$ cat config.mk
export PLATFORM = sky130hd
export DESIGN_NAME = viterbi_sequencer
export DESIGN_NICKNAME = d
export VERILOG_FILES = /design/src/rtl/viterbi_sequencer.sv
export SDC_FILE = /design/constraint.sdc
export NUM_CORES = 1
export LEC_CHECK = 0
export ABC_AREA = 1
export BUFFER_PORTS_ARGS = -buffer_cell sky130_fd_sc_hd__buf_2
export CELL_PAD_IN_SITES_DETAIL_PLACEMENT = 0
export CELL_PAD_IN_SITES_GLOBAL_PLACEMENT = 1
export CORE_ASPECT_RATIO = 0.5
export CORE_UTILIZATION = 34
export DETAILED_ROUTE_END_ITERATION = 12
export PLACE_DENSITY = 0.78
export SETUP_SLACK_MARGIN = 0.3
export SLEW_MARGIN = 30
export SYNTH_ARGS = -nofsm -noshare
export SYNTH_HDL_FRONTEND = slang
export SYNTH_SLANG_ARGS = --single-unit
$ cat constraint.sdc
create_clock -name clk -period 1.45 [get_ports clk]
set_input_delay 0.29 -clock clk [delete_from_list [all_inputs] [get_ports clk]]
set_output_delay 0.29 -clock clk [all_outputs]
set_load 0.01 [all_outputs]
$ cat src/rtl/viterbi_sequencer.sv
// rtl/viterbi_sequencer.sv - Viterbi POS-tagging trellis control sequencer
module viterbi_sequencer #(
    parameter int NUM_TAGS  = 3,
    parameter int MAX_WORDS = 16,
    parameter int TAG_W     = 2,
    parameter int WORD_W    = 4
) (
    input  logic              clk,
    input  logic              reset,
    input  logic              start,
    input  logic [WORD_W:0]   num_words,
    input  logic              abort,
    output logic              busy,
    output logic              done,
    output logic              error,
    output logic              init_en,
    output logic              clear_max,
    output logic              trans_en,
    output logic              first_prev,
    output logic              emit_en,
    output logic              write_en,
    output logic              final_en,
    output logic              bt_load,
    output logic              bt_step,
    output logic [WORD_W-1:0] word_idx,
    output logic [TAG_W-1:0]  cur_tag,
    output logic [TAG_W-1:0]  prev_tag
);

    localparam int NW = WORD_W + 1;
    localparam logic [TAG_W-1:0] TAG_LAST  = TAG_W'(NUM_TAGS - 1);
    localparam logic [NW-1:0]    WORDS_MAX = NW'(MAX_WORDS);

    typedef enum logic [3:0] {
        ST_IDLE, ST_INIT, ST_CLEAR, ST_TRANS, ST_EMIT,
        ST_WRITE, ST_FIND_MAX, ST_BT_LOAD, ST_BT_STEP, ST_DONE
    } state_t;

    state_t             state_q, state_d;
    logic [NW-1:0]      n_q;
    logic [WORD_W-1:0]  word_q;
    logic [TAG_W-1:0]   cur_q, prev_q;
    logic               error_q;

    logic               len_ok, n_is_one, word_is_last;
    logic               cur_is_last, prev_is_last, word_is_one;

    assign len_ok       = (num_words != '0) && (num_words <= WORDS_MAX);
    assign n_is_one     = (n_q == NW'(1));
    assign word_is_last = ({1'b0, word_q} == (n_q - NW'(1)));
    assign word_is_one  = (word_q == WORD_W'(1));
    assign cur_is_last  = (cur_q == TAG_LAST);
    assign prev_is_last = (prev_q == TAG_LAST);

    always_comb begin
        state_d = state_q;
        case (state_q)
            ST_IDLE:     if (start && len_ok) state_d = ST_INIT;
            ST_INIT:     if (cur_is_last) state_d = n_is_one ? ST_FIND_MAX : ST_CLEAR;
            ST_CLEAR:    state_d = ST_TRANS;
            ST_TRANS:    if (prev_is_last) state_d = ST_EMIT;
            ST_EMIT:     state_d = ST_WRITE;
            ST_WRITE:    state_d = (cur_is_last && word_is_last) ? ST_FIND_MAX : ST_CLEAR;
            ST_FIND_MAX: if (cur_is_last) state_d = ST_BT_LOAD;
            ST_BT_LOAD:  state_d = n_is_one ? ST_DONE : ST_BT_STEP;
            ST_BT_STEP:  if (word_is_one) state_d = ST_DONE;
            ST_DONE:     state_d = ST_IDLE;
            default:     state_d = ST_IDLE;
        endcase
        // abort overrides every transition once a run is in flight
        if (abort && (state_q != ST_IDLE)) state_d = ST_IDLE;
    end

    always_ff @(posedge clk) begin
        if (reset) begin
            state_q <= ST_IDLE;
            n_q     <= '0;
            word_q  <= '0;
            cur_q   <= '0;
            prev_q  <= '0;
            error_q <= 1'b0;
        end else begin
            state_q <= state_d;
            error_q <= 1'b0;
            if (abort && (state_q != ST_IDLE)) begin
                word_q <= '0;
                cur_q  <= '0;
                prev_q <= '0;
            end else begin
                case (state_q)
                    ST_IDLE: begin
                        if (start) begin
                            if (len_ok) begin
                                n_q    <= num_words;
                                word_q <= '0;
                                cur_q  <= '0;
                                prev_q <= '0;
                            end else begin
                                error_q <= 1'b1;
                            end
                        end
                    end
                    ST_INIT: begin
                        if (cur_is_last) begin
                            cur_q <= '0;
                            if (!n_is_one) word_q <= WORD_W'(1);
                        end else begin
                            cur_q <= cur_q + TAG_W'(1);
                        end
                    end
                    ST_CLEAR: prev_q <= '0;
                    ST_TRANS: prev_q <= prev_is_last ? '0 : prev_q + TAG_W'(1);
                    ST_WRITE: begin
                        if (!cur_is_last) begin
                            cur_q <= cur_q + TAG_W'(1);
                        end else begin
                            cur_q <= '0;
                            if (!word_is_last) word_q <= word_q + WORD_W'(1);
                        end
                    end
                    ST_FIND_MAX: if (!cur_is_last) cur_q <= cur_q + TAG_W'(1);
                    ST_BT_STEP:  if (!word_is_one) word_q <= word_q - WORD_W'(1);
                    default: ;
                endcase
            end
        end
    end

    assign busy       = (state_q != ST_IDLE);
    assign done       = (state_q == ST_DONE);
    assign error      = error_q;
    assign init_en    = (state_q == ST_INIT);
    assign clear_max  = (state_q == ST_CLEAR);
    assign trans_en   = (state_q == ST_TRANS);
    assign first_prev = (state_q == ST_TRANS) && (prev_q == '0);
    assign emit_en    = (state_q == ST_EMIT);
    assign write_en   = (state_q == ST_WRITE);
    assign final_en   = (state_q == ST_FIND_MAX);
    assign bt_load    = (state_q == ST_BT_LOAD);
    assign bt_step    = (state_q == ST_BT_STEP);
    assign word_idx   = word_q;
    assign cur_tag    = cur_q;
    assign prev_tag   = prev_q;

endmodule

==> results.py, run 1 <==
metrics = {
    "outcome": {
        "status": "finished with violations",
        "violations": "setup timing",
    },
    "global_routing": {
        "grt-ovfl-total": 0,
        "antenna_found_initial": 0,
        "grt_pass1_vias": 1401,
        "grt_start_max_net_pins": 10,
        "track_usage": 0.206,
        "grt_pass1_wl_um": 6740,
    },
    "final_layout": {
        "nNetsFinal": 312,
        "final_common_cell": "nand2_1",
        "finish.utilization": 0.630,
        "area_growth_pct": 75.6,
        "final_cell_mix": "nand2_1, buf_6, buf_4",
        "num_antenna_cells": 0,
        "drive_above_1_share": 0.594,
        "instances_no_fill": 347,
    },
    "pwr": {
        "clkPwrFrac": 0.088,
        "power_density_nw_per_um2": 1660,
        "p_int_mw": 2.18,
        "pwr-share-seq": 0.197,
        "leakage_nw": 1.13,
        "swShare": 0.475,
        "ir_drop_v": 0.000804,
        "pwr-share-comb": 0.715,
        "switching_power_mw": 1.97,
    },
    "critical_path": {
        "cp-startpoint": "state_q[2]",
        "end_kind": "primary output",
        "startpoint_type": "flip-flop",
        "critPathRequiredTime_ns": 1.16,
        "r2r_start": "state_q[0]",
        "crit_path_max_incr_delay_ns": 0.37,
        "criticalPathCategory": "reg2out",
        "cp_max_fo": 4,
        "path_delay_family": "flip-flops",
        "cp_num_buf_inv": 3,
        "cp.arrival_ns": 1.25,
        "cp.depth": 6,
        "cp_slowest_cell": "dfxtp_4",
        "path_cells": "buf_4 > nand2_4 > nor2_4 > nand2_2 > inv_2 > buf_2",
        "reg2reg_depth": 8,
    },
    "clock_network": {
        "tritoncts": "done",
        "htree_levels": 1,
        "clkTransAtPathRegs_ns": 0.07,
        "clkSinkCount": 18,
        "cts_root_buf": "clkbuf_8",
        "clockBufferDepth": 2,
        "insertion_delay_ns": 0.26,
        "ctsHoldBuffers": 0,
        "numCtsBuffers": 3,
    },
    "timing": {
        "timing.fmax_mhz": 651,
        "tightest_slew_ns": 0.292,
        "min_period_ns": 1.54,
        "setup_viol": 12,
        "relSlewSlack": 0.803,
        "min_period_over_period": 1.06,
        "hold_viol_final": 0,
        "hold_slack_ns": 0.273,
        "slew_violations": 0,
        "final.setup.worst_slack_ns": -0.0853,
        "grt_setup_unrepaired": "true",
        "fin_worst_skew_ns": 0.00311,
    },
    "synth": {
        "yosys_register_bits": 18,
        "synth_top_area_cell": "dfxtp_1",
        "netlist_top_cells_area": "dfxtp_1, nand2_1, nor2_1, ha_1, nand3_1",
        "avgSynthCellArea_um2": 6.41,
        "ys_seq_area_frac": 0.253,
        "yosysWarnings": 0,
        "synth_cells": 222,
        "synth_area_um2": 1420,
        "post_synth_num_cell_types": 33,
        "synth_fp_nets": 239,
        "synth_top_cell_area_share": 0.253,
    },
    "place": {
        "place.gp.congestion": 0.935,
        "detailed_place_hpwl_um": 3090,
        "port_buffers": 28,
        "dp_cells": 321,
    },
    "detailed_routing": {
        "drt.antenna.violating_nets": 0,
        "route.detailed.drc": 0,
        "routed_via_density": 4.88,
        "drt-total-wl_um": 4640,
        "routedWlPerCell_um": 13.4,
        "vias": 1695,
        "drtPass1Iterations": 4,
        "drtIter0Drc": 53,
    },
    "die": {
        "die_x_um": 93.5,
        "die_h_um": 47.7,
        "die_area_um2": 4460,
        "ioPinCount": 29,
        "num_rows": 16,
        "coreArea_um2": 3960,
        "initial_utilization": 0.359,
    },
    "worst_hold_path": {
        "min-delay-start": "reset",
        "hold_class": "in2reg",
        "hold_path_depth": 2,
    },
    "job": {
        "maxCapViolCount": 0,
    },
}
## repair_timing
item | CTS | global route
pin swaps | 21 | 22
gates resized for setup | 63 | 60
buffers inserted | 13 | 9
setup endpoints to repair | 32 | 34
cloned | 1 | 0
## routing by layer
layer,share of wire,vias up,global-route usage,wire length (um)
met5,0,-,0,0
met1,0.47,777,0.292,2180
li1,-,866,-,-
met2,0.46,40,0.316,2140
met3,0.045,12,0.0476,210
met4,0.022,0,0.0646,101
## flip-flops by register name, indices dropped and copies added, names as in the netlist
register  count
error         1
n_q           5
word_idx      4
cur_tag       2
state_q       4
prev_tag      2
## path summary, 6_finish.rpt
kind            endpoint  slack, ns
max reg2reg   state_q[1]      -0.04
min               n_q[3]       0.27
max             final_en      -0.09
min reg2reg  prev_tag[1]       0.50
## cells in the mapped netlist
| master | n |
|---|---|
| nor3_1 | 2 |
| nor2_4 | 3 |
| xor2_1 | 1 |
| nand2_8 | 1 |
| a21oi_1 | 13 |
| xnor2_1 | 2 |
| a211oi_1 | 1 |
| nand4_2 | 1 |
| inv_1 | 23 |
| o21ai_2 | 1 |
| o31ai_1 | 1 |
| o21ai_1 | 3 |
| nor2_1 | 35 |
| o21ai_0 | 6 |
| a21oi_2 | 1 |
| nor4_1 | 1 |
| a21oi_4 | 1 |
| nand3_2 | 1 |
| nand4_1 | 3 |
| dfxtp_1 | 18 |
| ha_1 | 8 |
| clkbuf_2 | 1 |
| buf_2 | 1 |
| nand3_1 | 19 |
| nor3_2 | 1 |
| inv_2 | 6 |
| nor2_8 | 1 |
| nand2_4 | 3 |
| nor2_2 | 3 |
| a31oi_1 | 1 |
| nand2_1 | 58 |
| nor3b_1 | 1 |
| nand2_2 | 1 |
## metrics by stage
stage	total power, mW	instance area (um^2)	setup slack [ns]	TNS [ns]
4_1_cts	3.68	2210	-0.0872	-0.353
2_1_floorplan	2.14	1490	0.0863	0
5_1_grt	4.47	2500	-0.147	-1.74
3_3_place_gp	2.70	1820	-0.00939	-0.0275
3_5_place_dp	2.71	1820	-0.0331	-0.119
6_report	4.15	2500	-0.0853	-0.537
## cells by family (layout without fill, tap and decap cells)
logic type / after synthesis / count (layout) / synth area share
buffers and inverters: 31 / 101 / 0.0835
AO/OA/AOI/OAI: 28 / 28 / 0.116
AND/OR/NAND/NOR: 134 / 135 / 0.458
adder cells (fa/ha/maj): 8 / 8 / 0.0704
XOR/XNOR: 3 / 3 / 0.0185
flip-flops: 18 / 18 / 0.253
## area by class of cell
class                      count  area [um^2]
fill                         322         1470
multi-input combinational    174         1260
timing repair buffer          69          593
sequential                    18          387
inverter                      29          146
tap                           54         67.6
clock buffer                   3         41.3
## power groups by stage
stage | registers [mW] | clock network, mW | logic [mW]
2_1_floorplan | 0.775 | 0 | 1.37
3_3_place_gp | 0.770 | 0 | 1.93
3_5_place_dp | 0.774 | 0 | 1.94
4_1_cts | 0.790 | 0.378 | 2.52
5_1_grt | 0.835 | 0.390 | 3.25
6_report | 0.817 | 0.366 | 2.97
No activity file was read; power rests on OpenSTA's default activity.
==> run 2: changes to the inputs <==
CORE_UTILIZATION = 38   (was 34)
PLACE_DENSITY = 0.83   (was 0.78)
clock period = 1.7 ns   (was 1.45 ns; I/O delays follow)
==> results.py, run 2 (same netlist as run 1, synthesis figures left out) <==
metrics = {
    "outcome": {
        "status": "finished, final reports clean",
    },
    "critical_path": {
        "critPathRequiredTime_ns": 1.36,
        "end_kind": "primary output",
        "path_delay_family": "flip-flops",
        "cp.arrival_ns": 1.23,
        "startpoint_type": "flip-flop",
        "cp_num_buf_inv": 3,
        "cp_slowest_cell": "dfxtp_4",
        "cp_max_fo": 5,
        "path_cells": "nor2_4 > inv_4 > nor2_8 > inv_2 > buf_2",
        "criticalPathCategory": "reg2out",
        "crit_path_max_incr_delay_ns": 0.38,
    },
    "die": {
        "die_x_um": 88.5,
        "num_rows": 15,
        "initial_utilization": 0.405,
        "ioPinCount": 29,
        "die_area_um2": 4010,
        "die_h_um": 45.3,
        "coreArea_um2": 3510,
    },
    "pwr": {
        "power.total_mw": 3.04,
        "ir_drop_v": 0.000581,
        "leakage_nw": 1.05,
        "power_density_nw_per_um2": 1380,
    },
    "timing": {
        "setup_tns_ns": 0,
        "grt_setup_unrepaired": "true",
        "min_period_over_period": 0.923,
        "hold_viol_final": 0,
        "fin_worst_skew_ns": 0.00410,
        "setup_viol": 0,
        "slew_violations": 0,
        "timing.fmax_mhz": 637,
        "min_period_ns": 1.57,
        "tightest_slew_ns": 0.252,
        "relSlewSlack": 0.832,
        "final.setup.worst_slack_ns": 0.130,
    },
    "final_layout": {
        "instances_no_fill": 336,
        "largest_reg_flops": 5,
        "max_flop_register": "n_q",
        "area_growth_pct": 55.1,
        "nNetsFinal": 304,
        "drive_above_1_share": 0.474,
        "final_common_cell": "nand2_1",
        "final_cell_mix": "nand2_1, nor2_1, buf_4",
        "multi_input_area_um2": 1120,
        "num_antenna_cells": 0,
        "fillers": 301,
        "regArea_um2": 385,
    },
    "clock_network": {
        "clkTransAtPathRegs_ns": 0.07,
        "clkSinkCount": 18,
        "cts_root_buf": "clkbuf_8",
        "htree_levels": 1,
        "clockBufferDepth": 2,
        "numCtsBuffers": 3,
        "tritoncts": "done",
        "insertion_delay_ns": 0.26,
    },
    "global_routing": {
        "grt_start_max_net_pins": 11,
        "grt_pass1_vias": 1350,
        "antenna_found_initial": 0,
        "grt_pass1_wl_um": 6690,
        "grt-ovfl-total": 0,
        "track_usage": 0.224,
    },
    "detailed_routing": {
        "vias": 1674,
        "drtIter0Drc": 88,
        "routed_via_density": 4.98,
        "drt-total-wl_um": 4560,
        "drtPass1Iterations": 5,
        "drt.antenna.violating_nets": 0,
        "routedWlPerCell_um": 13.6,
        "route.detailed.drc": 0,
    },
    "place": {
        "place.gp.congestion": 0.865,
        "port_buffers": 28,
        "dp_cells": 305,
        "pre_cts_ws_ns": 0.0938,
        "detailed_place_hpwl_um": 2920,
    },
    "worst_hold_path": {
        "hold_class": "in2reg",
    },
    "job": {
        "maxCapViolCount": 0,
    },
}
[run 2: metrics by stage]
step | hold WS (ns) | instance area, um^2 | util
6_report | 0.338 | 2210 | 0.629
5_1_grt | 0.340 | 2210 | 0.629
4_1_cts | 0.333 | 2030 | 0.578
3_5_place_dp | 0.509 | 1690 | 0.481
3_3_place_gp | 0.496 | 1690 | 0.481
2_1_floorplan | 0.412 | 1450 | -
[run 2: path summary, 6_finish.rpt]
check	to	slack, ns	cells past startpoint	startpoint
worst max-delay path	busy	0.13	5	state_q[1]
worst min register to register	n_q[1]	0.52	2	n_q[1]
worst max register to register	state_q[0]	0.21	9	cur_tag[1]
worst min-delay path	n_q[4]	0.34	2	reset
[run 2: final cells by class]
class                           count  share of cell area
Multi-Input combinational cell    173               0.510
Timing Repair Buffer               62               0.207
Sequential cell                    18               0.175
Inverter                           29              0.0607
Tap cell                           51              0.0289
Clock buffer                        3              0.0187
[run 2: per-layer routing]
layer,GRT usage,share of wire,up-vias
li1,-,-,839
met1,0.320,0.48,761
met2,0.345,0.45,64
met3,0.0475,0.050,10
met4,0.0548,0.020,0
met5,0,0,-
[run 2: what timing repair did]
action / CTS / global route
buffers inserted: 18 / 10
hold buffers: 0 / 0
setup endpoints to repair: 29 / 29
pin swaps: 22 / 19
hold endpoints to repair: 0 / 0
gates resized for setup: 53 / 28
[run 2: report_power, final]
part           leakage [nW]  switching (mW)  internal [mW]  total (mW)
Sequential            0.152           0.151          0.542       0.693
Combinational         0.877            1.18          0.855        2.03
Clock                0.0216           0.154          0.158       0.312
==> run 3: changes to the inputs <==
BUFFER_PORTS_ARGS = not set   (was -buffer_cell sky130_fd_sc_hd__buf_2)
CORE_UTILIZATION = 43   (was 38)
DONT_BUFFER_PORTS = 1   (was not set)
PLACE_DENSITY = 0.81   (was 0.83)
==> results.py, run 3 (same netlist as run 1, synthesis figures left out) <==
metrics = {
    "outcome": {
        "status": "finished, final reports clean",
    },
    "clock_network": {
        "numCtsBuffers": 3,
        "ctsHoldBuffers": 0,
        "cts_root_buf": "clkbuf_8",
        "clockBufferDepth": 2,
        "clkSinkCount": 18,
        "htree_levels": 1,
        "insertion_delay_ns": 0.26,
        "clkTransAtPathRegs_ns": 0.07,
        "tritoncts": "done",
    },
    "critical_path": {
        "criticalPathCategory": "reg2out",
        "reg2reg_depth": 8,
        "cp_num_buf_inv": 2,
        "critPathRequiredTime_ns": 1.36,
        "cp_slowest_cell": "dfxtp_4",
        "r2r-end": "error",
        "path_delay_family": "flip-flops",
        "path_cells": "nor2_4 > clkinv_4 > nor2_8 > inv_4",
        "end_kind": "primary output",
        "cp.arrival_ns": 1.21,
        "cp_max_fo": 6,
        "crit_path_max_incr_delay_ns": 0.40,
        "startpoint_type": "flip-flop",
        "reg2reg_slack_ns": 0.16,
        "r2r_start": "state_q[0]",
    },
    "place": {
        "place.gp.congestion": 0.885,
        "port_buffers": 0,
        "detailed_place_hpwl_um": 2900,
    },
    "global_routing": {
        "grt_start_max_net_pins": 11,
        "antenna_found_initial": 0,
        "grt_pass1_wl_um": 6330,
        "track_usage": 0.229,
        "grt-ovfl-total": 0,
        "grt_pass1_vias": 1312,
    },
    "final_layout": {
        "num_antenna_cells": 0,
        "nNetsFinal": 271,
        "final_common_cell": "nand2_1",
        "max_flop_register": "n_q",
        "drive_above_1_share": 0.425,
        "largest_reg_flops": 5,
        "finish.utilization": 0.672,
        "area_growth_pct": 45.6,
        "final_cell_mix": "nand2_1, nor2_1, buf_4",
    },
    "pwr": {
        "clkPwrFrac": 0.099,
        "power_density_nw_per_um2": 1520,
        "pwr-share-seq": 0.228,
        "p_int_mw": 1.59,
        "pwr-share-comb": 0.673,
        "ir_drop_v": 0.000838,
        "leakage_nw": 0.897,
        "switching_power_mw": 1.56,
        "swShare": 0.497,
    },
    "job": {
        "maxCapViolCount": 0,
    },
    "worst_hold_path": {
        "min-delay-start": "reset",
        "min_to": "n_q[4]",
        "hold_path_depth": 1,
        "hold_class": "in2reg",
    },
    "detailed_routing": {
        "routedWlPerCell_um": 14.2,
        "drtPass1Iterations": 4,
        "drtIter0Drc": 49,
        "drt-total-wl_um": 4130,
        "routed_via_density": 5.26,
        "route.detailed.drc": 0,
        "vias": 1535,
        "drt.antenna.violating_nets": 0,
    },
    "timing": {
        "setup_tns_ns": 0,
        "tightest_slew_ns": 0.310,
        "min_period_over_period": 0.913,
        "relSlewSlack": 0.793,
        "fin_worst_skew_ns": 0.00187,
        "setup_viol": 0,
        "grt_setup_unrepaired": "true",
        "slew_violations": 0,
        "hold_viol_final": 0,
        "timing.fmax_mhz": 644,
        "min_period_ns": 1.55,
    },
    "die": {
        "num_rows": 14,
        "ioPinCount": 29,
        "die_h_um": 42.7,
        "coreArea_um2": 3080,
        "initial_utilization": 0.461,
        "die_area_um2": 3560,
        "die_x_um": 83.3,
    },
}
-- run 3: final cells by class --
type                       instances  area [um^2]
clock buffer                       3         41.3
sequential                        18          389
inverter                          29          149
tap                               40         50.0
multi-input combinational        173         1180
fill                             265         1010
timing repair buffer              29          262
-- run 3: worst max path at each step --
stage | from | to | slack [ns] | cells after the start
floorplan | state_q[0] | state_q[1] | 0.31 | 11
global placement | word_idx[0] | word_idx[2] | 0.15 | 8
detailed placement | cur_tag[0] | state_q[1] | 0.17 | 10
CTS | n_q[0] | word_idx[0] | 0.21 | 11
global route | state_q[0] | error | 0.08 | 8
finish | state_q[0] | busy | 0.15 | 4
-- run 3: worst reg2reg max path, delay by kind of cell, from the launching register on --
| family | cells | cell delay (ns) |
|---|---|---|
| buffers and inverters | 4 | 0.42 |
| flip-flops | 1 | 0.40 |
| AND/OR/NAND/NOR | 3 | 0.52 |
| AO/OA/AOI/OAI | 1 | 0.14 |
-- run 3: metrics by stage --
stage	std cells	hold WS, ns	total power [mW]	area (um^2)	worst slack, ns
2_1_floorplan	222	0.412	1.76	1450	0.310
3_5_place_dp	270	0.417	2.09	1560	0.170
4_1_cts	281	0.140	2.61	1750	0.211
3_3_place_gp	270	0.416	2.08	1560	0.153
5_1_grt	292	0.137	3.40	2070	0.0759
6_report	292	0.148	3.15	2070	0.147
-- run 3: routing by layer --
metal / global-route usage / vias to the layer above / wire, um
met5: 0 / - / 0
met1: 0.335 / 725 / 2040
met3: 0.0778 / 2 / 244
met4: 0.0414 / 0 / 8
met2: 0.323 / 32 / 1840
li1: - / 776 / -
-- run 3: power by group through the flow --
| stage | combinational [mW] | sequential, mW | clock [mW] |
|---|---|---|---|
| after global placement | 1.40 | 0.681 | 0 |
| after CTS | 1.59 | 0.699 | 0.322 |
| after floorplan | 1.11 | 0.650 | 0 |
| after detailed placement | 1.41 | 0.685 | 0 |
| after global routing | 2.32 | 0.742 | 0.336 |
| final | 2.12 | 0.717 | 0.313 |
-- run 3: timing repair --
item,in CTS,in global routing
resized for setup,32,60
hold endpoints to repair,0,0
setup endpoints to repair,29,29
setup buffers,8,11
gates cloned,0,0
pin swaps,8,24
